### src/rtl/dual_rail_sync_rx.sv
// Clocked receiver for four-phase return-to-zero dual-rail channels.
// Synchronizes the rails, acknowledges each codeword and queues it in a show-ahead FIFO.
module dual_rail_sync_rx #(
  parameter int unsigned W           = 16,
  parameter int unsigned DEPTH       = 4,
  parameter int unsigned SYNC_STAGES = 2
) (
  input  logic                     clk,
  input  logic                     rst,
  input  logic [2*W-1:0]           din,
  output logic                     ack_out,
  output logic [W-1:0]             dout,
  output logic                     dout_valid,
  input  logic                     dout_ready,
  output logic [$clog2(DEPTH):0]   count,
  output logic                     err
);

  localparam int unsigned AW = $clog2(DEPTH);
  localparam int unsigned CW = AW + 1;

  typedef enum logic {IDLE, ACK} state_e;

  logic [SYNC_STAGES-1:0][2*W-1:0] sync_q;
  logic [2*W-1:0]                  s;
  logic                            complete_c, null_c, illegal_c;
  logic [W-1:0]                    word_c;

  state_e          state_q, state_d;
  logic            ack_q, ack_d;
  logic            err_q;
  logic            push_c, pop_c, full_c;
  logic [W-1:0]    mem_q [DEPTH];
  logic [AW-1:0]   wr_ptr_q, rd_ptr_q;
  logic [CW-1:0]   count_q;

  // Rail synchronizer chain; every rail is independently double-flopped
  always_ff @(posedge clk or posedge rst) begin
    if (rst) sync_q <= '0;
    else     sync_q <= {sync_q[SYNC_STAGES-2:0], din};
  end

  assign s = sync_q[SYNC_STAGES-1];

  // Codeword classification and decode
  always_comb begin
    complete_c = 1'b1;
    null_c     = 1'b1;
    illegal_c  = 1'b0;
    word_c     = '0;
    for (int i = 0; i < int'(W); i++) begin
      if (s[2*i+1] && s[2*i])       illegal_c  = 1'b1;
      if (s[2*i+1] == s[2*i])       complete_c = 1'b0;
      if (s[2*i+1] || s[2*i])       null_c     = 1'b0;
      word_c[i] = s[2*i+1];
    end
  end

  assign full_c = (count_q == CW'(DEPTH));
  assign pop_c  = dout_valid && dout_ready;

  // Handshake state, acknowledge and sticky error registers
  always_ff @(posedge clk or posedge rst) begin
    if (rst) begin
      state_q <= IDLE;
      ack_q   <= 1'b0;
      err_q   <= 1'b0;
    end else begin
      state_q <= state_d;
      ack_q   <= ack_d;
      err_q   <= err_q | illegal_c;
    end
  end

  always_comb begin
    state_d = state_q;
    case (state_q)
      IDLE: if (complete_c && !illegal_c && !full_c) state_d = ACK;
      ACK:  if (null_c)                              state_d = IDLE;
      default: state_d = IDLE;
    endcase
  end

  always_comb begin
    ack_d  = ack_q;
    push_c = 1'b0;
    case (state_q)
      IDLE: if (complete_c && !illegal_c && !full_c) begin
        ack_d  = 1'b1;
        push_c = 1'b1;
      end
      ACK:  if (null_c) ack_d = 1'b0;
      default: ack_d = 1'b0;
    endcase
  end

  // FIFO pointers and occupancy; push admission uses pre-edge fullness
  always_ff @(posedge clk or posedge rst) begin
    if (rst) begin
      wr_ptr_q <= '0;
      rd_ptr_q <= '0;
      count_q  <= '0;
    end else begin
      if (push_c) wr_ptr_q <= wr_ptr_q + AW'(1);
      if (pop_c)  rd_ptr_q <= rd_ptr_q + AW'(1);
      count_q <= count_q + CW'(push_c) - CW'(pop_c);
    end
  end

  always_ff @(posedge clk) begin
    if (push_c) mem_q[wr_ptr_q] <= word_c;
  end

  assign dout_valid = (count_q != '0);
  assign dout       = dout_valid ? mem_q[rd_ptr_q] : '0;
  assign count      = count_q;
  assign ack_out    = ack_q;
  assign err        = err_q;

endmodule

### config.mk
export PLATFORM = sky130hd
export DESIGN_NAME = dual_rail_sync_rx
export DESIGN_NICKNAME = d
export VERILOG_FILES = /design/src/rtl/dual_rail_sync_rx.sv
export SDC_FILE = /design/constraint.sdc
export NUM_CORES = 1
export LEC_CHECK = 0
export CELL_PAD_IN_SITES_DETAIL_PLACEMENT = 0
export CELL_PAD_IN_SITES_GLOBAL_PLACEMENT = 1
export CORE_MARGIN = 3
export CORE_UTILIZATION = 35
export DETAILED_ROUTE_END_ITERATION = 7
export PLACE_DENSITY = 0.71
export RECOVER_POWER = 25
export SLEW_MARGIN = 20
export SYNTH_ARGS = -nofsm -noshare
export SYNTH_HDL_FRONTEND = slang
export SYNTH_SLANG_ARGS = --single-unit
### constraint.sdc
create_clock -name clk -period 3.6 [get_ports clk]
set_clock_uncertainty 0.15 [all_clocks]
set_input_delay 0.36 -clock clk [delete_from_list [all_inputs] [get_ports clk]]
set_output_delay 0.36 -clock clk [all_outputs]
set_load 0.1 [all_outputs]
Word level (Yosys, flattened, before mapping)
Memory sizes are Yosys's and may differ from the RTL's.
Cells that the tools add are included.
{"block": "word_totals", "mem_count": 1, "register_bits": 74, "input_bits": 35, "elab_cells": 131, "ramBits": 64, "out_inout_bits": 22}
{"name": "mem_q", "words": 4, "width": 16, "read_ports": 1, "rd_clocked_by_memory_dff": 0, "write_ports": 1, "line": "33", "source": "logic [W-1:0] mem_q [DEPTH];"}
{"block": "classes", "n_bitwise": 2, "n_eq_ne": 19, "muxes": 58, "n_reduce_logical": 39, "n_addsub": 4}
{"op": "$mux W1", "n": 55}
{"op": "$logic_and A1 B1 Y1", "n": 19}
{"op": "$eq A1 B1 Y1", "n": 16}
{"op": "$logic_or A1 B1 Y1", "n": 16}
{"op": "$mux W16", "n": 1}
{"op": "$add A2 B1 Y2 const B", "n": 2}
{"op": "$ne A2 B2 Y1 const B", "n": 2}
{"op": "$pmux W1 S2", "n": 2}
{"op": "$add A3 B1 Y3", "n": 1}
{"op": "$eq A3 B3 Y1 const B", "n": 1}
{"op": "$reduce_bool A3 Y1", "n": 1}
{"op": "$sub A3 B1 Y3", "n": 1}
{"op": "$logic_not A1 Y1", "n": 2}
{"op": "$reduce_and A2 Y1", "n": 1}
{"op": "$not A1 Y1", "n": 1}
{"op": "$or A1 B1 Y1", "n": 1}

Longest topological paths before layout
Gate-level depths: netlist of run 1.
{"block": "depth", "depth_word": 24, "depth_mapped": 10, "mapped_depth_nobuf": 10}

Worst setup path before layout of run 1
OpenSTA, ideal clock, no wires.
{"block": "synth_timing", "path_kind": "register -> output", "startpoint": "register count_q[1] (netlist: count[1])", "endpoint": "output port dout[0]", "path_stages_with_launch": 5, "arrival_ns": 3.231, "setup_slack_ns": -0.141, "n_path_buf": 2, "path_cell_list": "dfrtp_1 or3_1 clkbuf_1 clkbuf_1 and2_1"}
{"block": "synth_via", "elab_chain_cells": 2}
{"element": "start, declared", "line": "35", "source": "logic [CW-1:0] count_q;"}
{"element": "start signal, assigned", "line": "106", "source": "count_q <= count_q + CW'(push_c) - CW'(pop_c);"}
{"element": "$reduce_bool A3 Y1", "line": "114", "source": "assign dout_valid = (count_q != '0);"}
{"element": "named net dout_valid", "line": "13", "source": "output logic dout_valid,"}
{"element": "$mux W16", "line": "115", "source": "assign dout = dout_valid ? mem_q[rd_ptr_q] : '0;"}
{"element": "end, declared", "line": "12", "source": "output logic [W-1:0] dout,"}
The timed path passes the listed nets, and every way through them passes these cells.

Worst setup path after layout of run 1
{"block": "layout_timing", "startpoint": "register sync_q, in the netlist s[29]", "endpoint": "register count_q[2] (netlist: count[2])"}
{"block": "layout_via", "elab_chain_cells": 10, "word_cells_on_any_way": 13, "cone_classes": "add/sub (2); eq/ne (1); mux (6); reduce/logical (4)"}
{"element": "start, declared", "line": "24", "source": "logic [SYNC_STAGES-1:0][2*W-1:0] sync_q;"}
{"element": "start signal, assigned", "line": "40", "source": "else sync_q <= {sync_q[SYNC_STAGES-2:0], din};"}
{"element": "$logic_and A1 B1 Y1", "line": "52", "source": "if (s[2*i+1] && s[2*i]) illegal_c = 1'b1;"}
{"element": "$mux W1 (2 in a row)", "line": "52"}
{"element": "$logic_not A1 Y1", "line": "88", "source": "IDLE: if (complete_c && !illegal_c && !full_c) begin"}
{"element": "$logic_and A1 B1 Y1 (*) (2 in a row)", "line": "88"}
{"element": "$mux W1 (*)", "line": "88"}
{"element": "$mux W1 (*)", "line": "87", "source": "case (state_q)"}
{"element": "$add A3 B1 Y3 (*)", "line": "106"}
{"element": "$sub A3 B1 Y3 (*)", "line": "106"}
Mark *: on every way between the ends. The rest lies on a longest branch, timed or not.
A chain may end at the register's enable or synchronous reset.

==> metrics.csv, run 1 <==
metric,value,unit
run status,"finished, final reports clean",
Setup Buffers After CTS,0,
root buffer cell,clkbuf_16,
Layout Utilization,46.3,%
crit path from,s[29]$_DFF_PP0_,
HPWL Detailed,6010,µm
fin nets,445,
CP Cell Sequence,"inv_1, ha_1, nand3_1, a2111oi_4, nand3_4, ha_1, inv_1, ha_1, fa_1, xnor2_1",
Die Span X,128,µm
"Seq/Total Area, Yosys",72.7,%
Post-CTS Resized,0,
CTS buffer count,17,
CP Max Fanout,9,
First-pass DRT Iterations,4,
CTS sink count,138,
CP peak stage delay,470,ps
CP required,3740,ps
unrepaired setup endpoints after global routing,no,
type of the worst setup path,register to register,
Die Area,0.0163,mm²
initial antenna violation count,0,
ANT cells,0,
Worst-Margin Slew,969,ps
first-pass GRT wire length,14200,µm
Max-cap violations,0,
pin count of the biggest net entering global routing,36,
Starting Density,36.5,%
slowest CP cell,dfrtp_1,
Syn Area/Cell,17.6,µm²
Power per Cell Area,820,mW/mm²
share of cells above drive strength 1,19.5,%
fin. max-slew vios,0,
final hold violation count,0,
vias per inst,4.36,
initial drt markers,139,
Overflow after GRT,0,
Leak,2.73,nW
Layout Cells excl Fill,564,
clock latency on the worst-skew pair,410,ps
fin crit share,80.6,%
synthesized flop and latch total,138,
DRC viols,0,
Netlist cell types,27,
placed instance count,532,
DRT Wirelength,8580,µm
"CTS clk-pin slew, worst paths",60,ps
CP Capture Type,register,
Synth Warn #,0,
endpoints failing setup,0,
gpl congestion,0.751,
row count,43,
Ports,57,
Mapped Area,0.00519,mm²
number of port buffers,56,
# H-tree levels,4,
fmax,345,MHz
CTS Buffer Depth,2,
Routed WL per cell,15.2,µm
Reg2Reg Launch Point,s[29]$_DFF_PP0_,
die height,128,µm
CORE AREA,0.0142,mm²
HP Class,register to register,
VDD IR-drop max,0.321,mV
vias in the first global route,2699,
post-synthesis cell count,295,
total negative slack,0,ps
gr usage total,11.8,%
minimum clock period,2900,ps
CTS tree,built,
hold path start,sync_q[4]$_DFF_PP0_,
critical path's most frequent cell,ha_1,
synthesis-to-layout area growth,26.8,%
Mapped Nets,369,
via count,2461,
CTS Hold Bufs,0,
Worst EP arrival,3050,ps
slew margin rel.,35.2,%
Setup crit start kind,register,
ANT nets after route,0,
-- area by class of cell --
cell class	instances	area, µm²
tap	180	225
sequential	138	3770
inverter	43	161
fill	1236	7620
clock buffer	19	433
timing repair buffer	63	571
clock inverter	13	195
multi-input combinational	108	1220
-- per-layer routing --
layer  wire [µm]  track usage [%]
met5           0                0
met4         234             6.12
met3         402             3.71
met2        4090             18.1
met1        3850             15.0
-- worst paths after layout --
path	to	slack, ps	cells past startpoint
min	s[4]$_DFF_PP0_	190	0
min in group asynchronous	sync_q[29]$_DFF_PP0_	260	2
max	count[2]$_DFF_PP0_	700	10
max reg2reg	count[2]$_DFF_PP0_	700	10
min reg2reg	s[4]$_DFF_PP0_	190	0
max in group asynchronous	sync_q[8]$_DFF_PP0_	2240	3
-- worst max-delay path: cells and delay by family, from the launching register on --
kind	cells	cell delay [ps]
compound gates	1	430
fa+ha+maj	4	1140
flops	1	470
simple gates	2	330
buf+inv	2	120
xor+xnor	1	130
-- cells by family after synthesis --
kind of cell / count (synthesis) / synth area share, %
DFF: 138 / 72.7
buffers and inverters: 49 / 3.76
and+or+nand+nor: 45 / 5.26
adders and majority gates: 39 / 9.55
muxes: 17 / 7.23
xor gates and xnor gates: 5 / 0.844
AOI/OAI and AO/OA: 2 / 0.627
-- sequential cells by signal, indices dropped and copies added, names as in the netlist --
signal    count
count         3
sync_q       32
err           1
mem_q        64
s            32
rd_ptr_q      2
state_q       1
ack_out       1
wr_ptr_q      2
-- placed cells by master, fill, tap and decap left out, drive strengths merged --
cell | synthesis | layout
o21ai | 1 | 1
nand2 | 5 | 5
dfrtp | 74 | 74
or3 | 1 | 1
mux2 | 1 | 1
a2111oi | 1 | 1
nor4 | 4 | 4
clkinv | 0 | 5
bufinv | 0 | 4
xnor2 | 3 | 3
buf | 4 | 24
nor2 | 6 | 6
nand2b | 1 | 1
nand4b | 1 | 1
nand4 | 6 | 6
clkdlybuf4s50 | 0 | 7
xor2 | 2 | 2
ha | 38 | 38
and2 | 17 | 17
nand3 | 2 | 2
fa | 1 | 1
clkbuf | 2 | 19
and4 | 1 | 1
clkinvlp | 0 | 3
mux4 | 16 | 16
inv | 43 | 44
or4 | 1 | 1
dlygate4sd3 | 0 | 32
edfxtp | 64 | 64
-- Yosys cell counts (all sizes together) --
cell type,number,area (µm²)
nand2,5,18.8
nand2b,1,6.26
a2111oi,1,27.5
dfrtp,74,1850
mux2,1,15.0
nand4b,1,8.76
fa,1,20.0
xnor2,3,26.3
and2,17,106
ha,38,475
clkbuf,2,7.51
mux4,16,360
xor2,2,17.5
nor4,4,25.0
nand3,2,22.5
nor2,6,25.0
o21ai,1,5.00
buf,4,26.3
inv,43,161
edfxtp,64,1920
or3,1,6.26
nand4,6,37.5
or4,1,7.51
and4,1,8.76
-- metrics by stage --
step	power, mW	cell area (µm²)	setup WS (ps)	hold WS [ps]
after floorplan	3.28	5190	346	181
after global placement	3.66	5950	751	185
after detailed placement	3.67	5950	676	186
after CTS	5.47	6580	670	195
after global routing	5.62	6580	507	202
final	5.40	6580	697	193
-- report_power, final --
part	switching [mW]	total, mW	internal, mW
clock network	0.635	1.80	1.17
logic	1.30	1.78	0.477
registers	0.0999	1.82	1.72
Power figures use the tool's default switching activity.
==> inputs of run 2 (changes only) <==
==> constraint.sdc (replaced) <==
create_clock -name clk -period 3.04 [get_ports clk]
set_clock_uncertainty 0.15 [all_clocks]
set_input_delay 0.304 -clock clk [delete_from_list [all_inputs] [get_ports clk]]
set_output_delay 0.304 -clock clk [all_outputs]
set_load 0.1 [all_outputs]
==> run 2 against run 1 <==
Compared with the run above: non-clock buffer count rose by 4; sequential power up 19%; highest routed layer unchanged; critical endpoint unchanged; final area increased by 2.6%; maximum frequency grew 4.4%; setup slack lost 440 ps.
==> metrics.csv, run 2 (synthesis gave the netlist of run 1 again) <==
metric,value,unit
HPWL Detailed,6330,µm
CTS buffer count,17,
run status,"finished, final reports clean",
final worst slack,261,ps
row count,43,
Max-cap violations,0,
CTS sink count,138,
die height,128,µm
synthesis-to-layout area growth,30.1,%
CP Cell Sequence,"inv_1, ha_1, nand4_1, a2111oi_4, nand3_4, ha_1, inv_1, ha_1, fa_1, xnor2_1",
clock latency on the worst-skew pair,410,ps
Power per Cell Area,986,mW/mm²
initial antenna violation count,0,
share of cells above drive strength 1,24.0,%
HP Class,primary input to async pin,
ANT nets after route,0,
DRC viols,0,
CP required,3190,ps
Layout Utilization,47.5,%
type of the worst setup path,register to register,
gr usage total,11.7,%
Post-CTS Resized,0,
"most common cell after layout, fill and taps aside",dfrtp_1,
Leak,2.82,nW
slew margin rel.,43.8,%
Int Power,4.20,mW
# fillers,1243,
minimum clock period,2780,ps
VDD IR-drop max,0.497,mV
Die Area,0.0163,mm²
gpl congestion,0.816,
CTS Hold Bufs,0,
DRT Wirelength,8920,µm
fin nets,449,
Setup Buffers After CTS,0,
fin crit share,91.4,%
Starting Density,36.5,%
CP peak stage delay,470,ps
Worst EP arrival,2920,ps
ANT cells,0,
Overflow after GRT,0,
vias per inst,4.43,
Reg power frac,32.4,%
pin count of the biggest net entering global routing,28,
pre-CTS setup slack,232,ps
CORE AREA,0.0142,mm²
Ports,57,
final hold violation count,0,
"CTS clk-pin slew, worst paths",60,ps
Worst-Margin Slew,843,ps
fin. max-slew vios,0,
clock network power share,29.2,%
number of port buffers,56,
CP Max Fanout,6,
slowest CP cell,dfrtp_1,
fmax,360,MHz
Largest Register,mem_q,
Net Sw Power,2.46,mW
CTS tree,built,
total negative slack,0,ps
First-pass DRT Iterations,6,
CTS Buffer Depth,2,
max reg flops,64,
Setup crit start kind,register,
vias in the first global route,2699,
critical path's most frequent cell,ha_1,
Net Sw Frac,36.9,%
Logic pwr share,38.4,%
most frequent cells in the layout,"dfrtp_1 (74), edfxtp_1 (64), inv_1 (42)",
initial drt markers,85,
via count,2515,
first-pass GRT wire length,14200,µm
CP Capture Type,register,
unrepaired setup endpoints after global routing,no,
# H-tree levels,4,
Die Span X,128,µm
root buffer cell,clkbuf_16,
Routed WL per cell,15.7,µm
endpoints failing setup,0,
run 2: changes by cell type in the layout (fill, tap and decap cells not counted), moves of 3 or more:
cell	delta
clkinv_2	+5
clkinv_4	-3
and2_1	-9
and2_2	+9
buf_4	-7
clkdlybuf4s50_1	-5
buf_12	+16
run 2: per-layer routing:
| layer | GRT usage (%) | up-vias | wire length [µm] |
|---|---|---|---|
| met5 | 0 | - | 0 |
| met4 | 5.43 | 0 | 142 |
| met3 | 3.17 | 9 | 361 |
| met2 | 18.8 | 55 | 4360 |
| met1 | 15.0 | 1264 | 4060 |
| li1 | - | 1187 | - |
run 2: cell type report:
cell class	count	area (µm²)	area share, %
repair buffers	67	788	11.7
multi-input cells	108	1230	18.2
inverters	43	161	2.39
clock inverters	12	125	1.85
flip-flops and latches	138	3770	55.9
well taps	180	225	3.34
clock buffers	20	447	6.62
run 2: worst paths after layout:
check	slack (ps)	end	cells past startpoint	startpoint
hold / removal	130	s[24]$_DFF_PP0_	2	rst
hold reg to reg	200	s[9]$_DFF_PP0_	0	sync_q[9]$_DFF_PP0_
max in group asynchronous	1850	s[11]$_DFF_PP0_	3	rst
setup / recovery	260	count[2]$_DFF_PP0_	10	s[13]$_DFF_PP0_
setup reg to reg	260	count[2]$_DFF_PP0_	10	s[13]$_DFF_PP0_
min in group clk	200	s[9]$_DFF_PP0_	0	sync_q[9]$_DFF_PP0_
run 2: through the flow:
step / cells / hold WS [ps] / area (µm²) / power [mW]
finish: 568 / 128 / 6750 / 6.66
global route: 568 / 203 / 6750 / 6.90
CTS: 568 / 138 / 6750 / 6.75
detailed placement: 536 / 185 / 6180 / 4.80
global placement: 536 / 185 / 6180 / 4.78
floorplan: 295 / 181 / 5200 / 3.91
run 2: power groups by stage:
stage / Clock, mW / Sequential, mW / Combinational [mW]
floorplan: 0 / 2.27 / 1.64
global placement: 0 / 2.19 / 2.59
detailed placement: 0 / 2.20 / 2.60
CTS: 1.99 / 2.16 / 2.60
global route: 2.08 / 2.17 / 2.66
finish: 1.95 / 2.16 / 2.56
run 2: critical path, delay by kind of cell, from the launching register on:
family	cells	cell delay (ps)
AOI/OAI and AO/OA	1	380
xor gates and xnor gates	1	140
adders and majority gates	4	1150
buffers and inverters	2	110
DFF	1	470
and+or+nand+nor	2	280
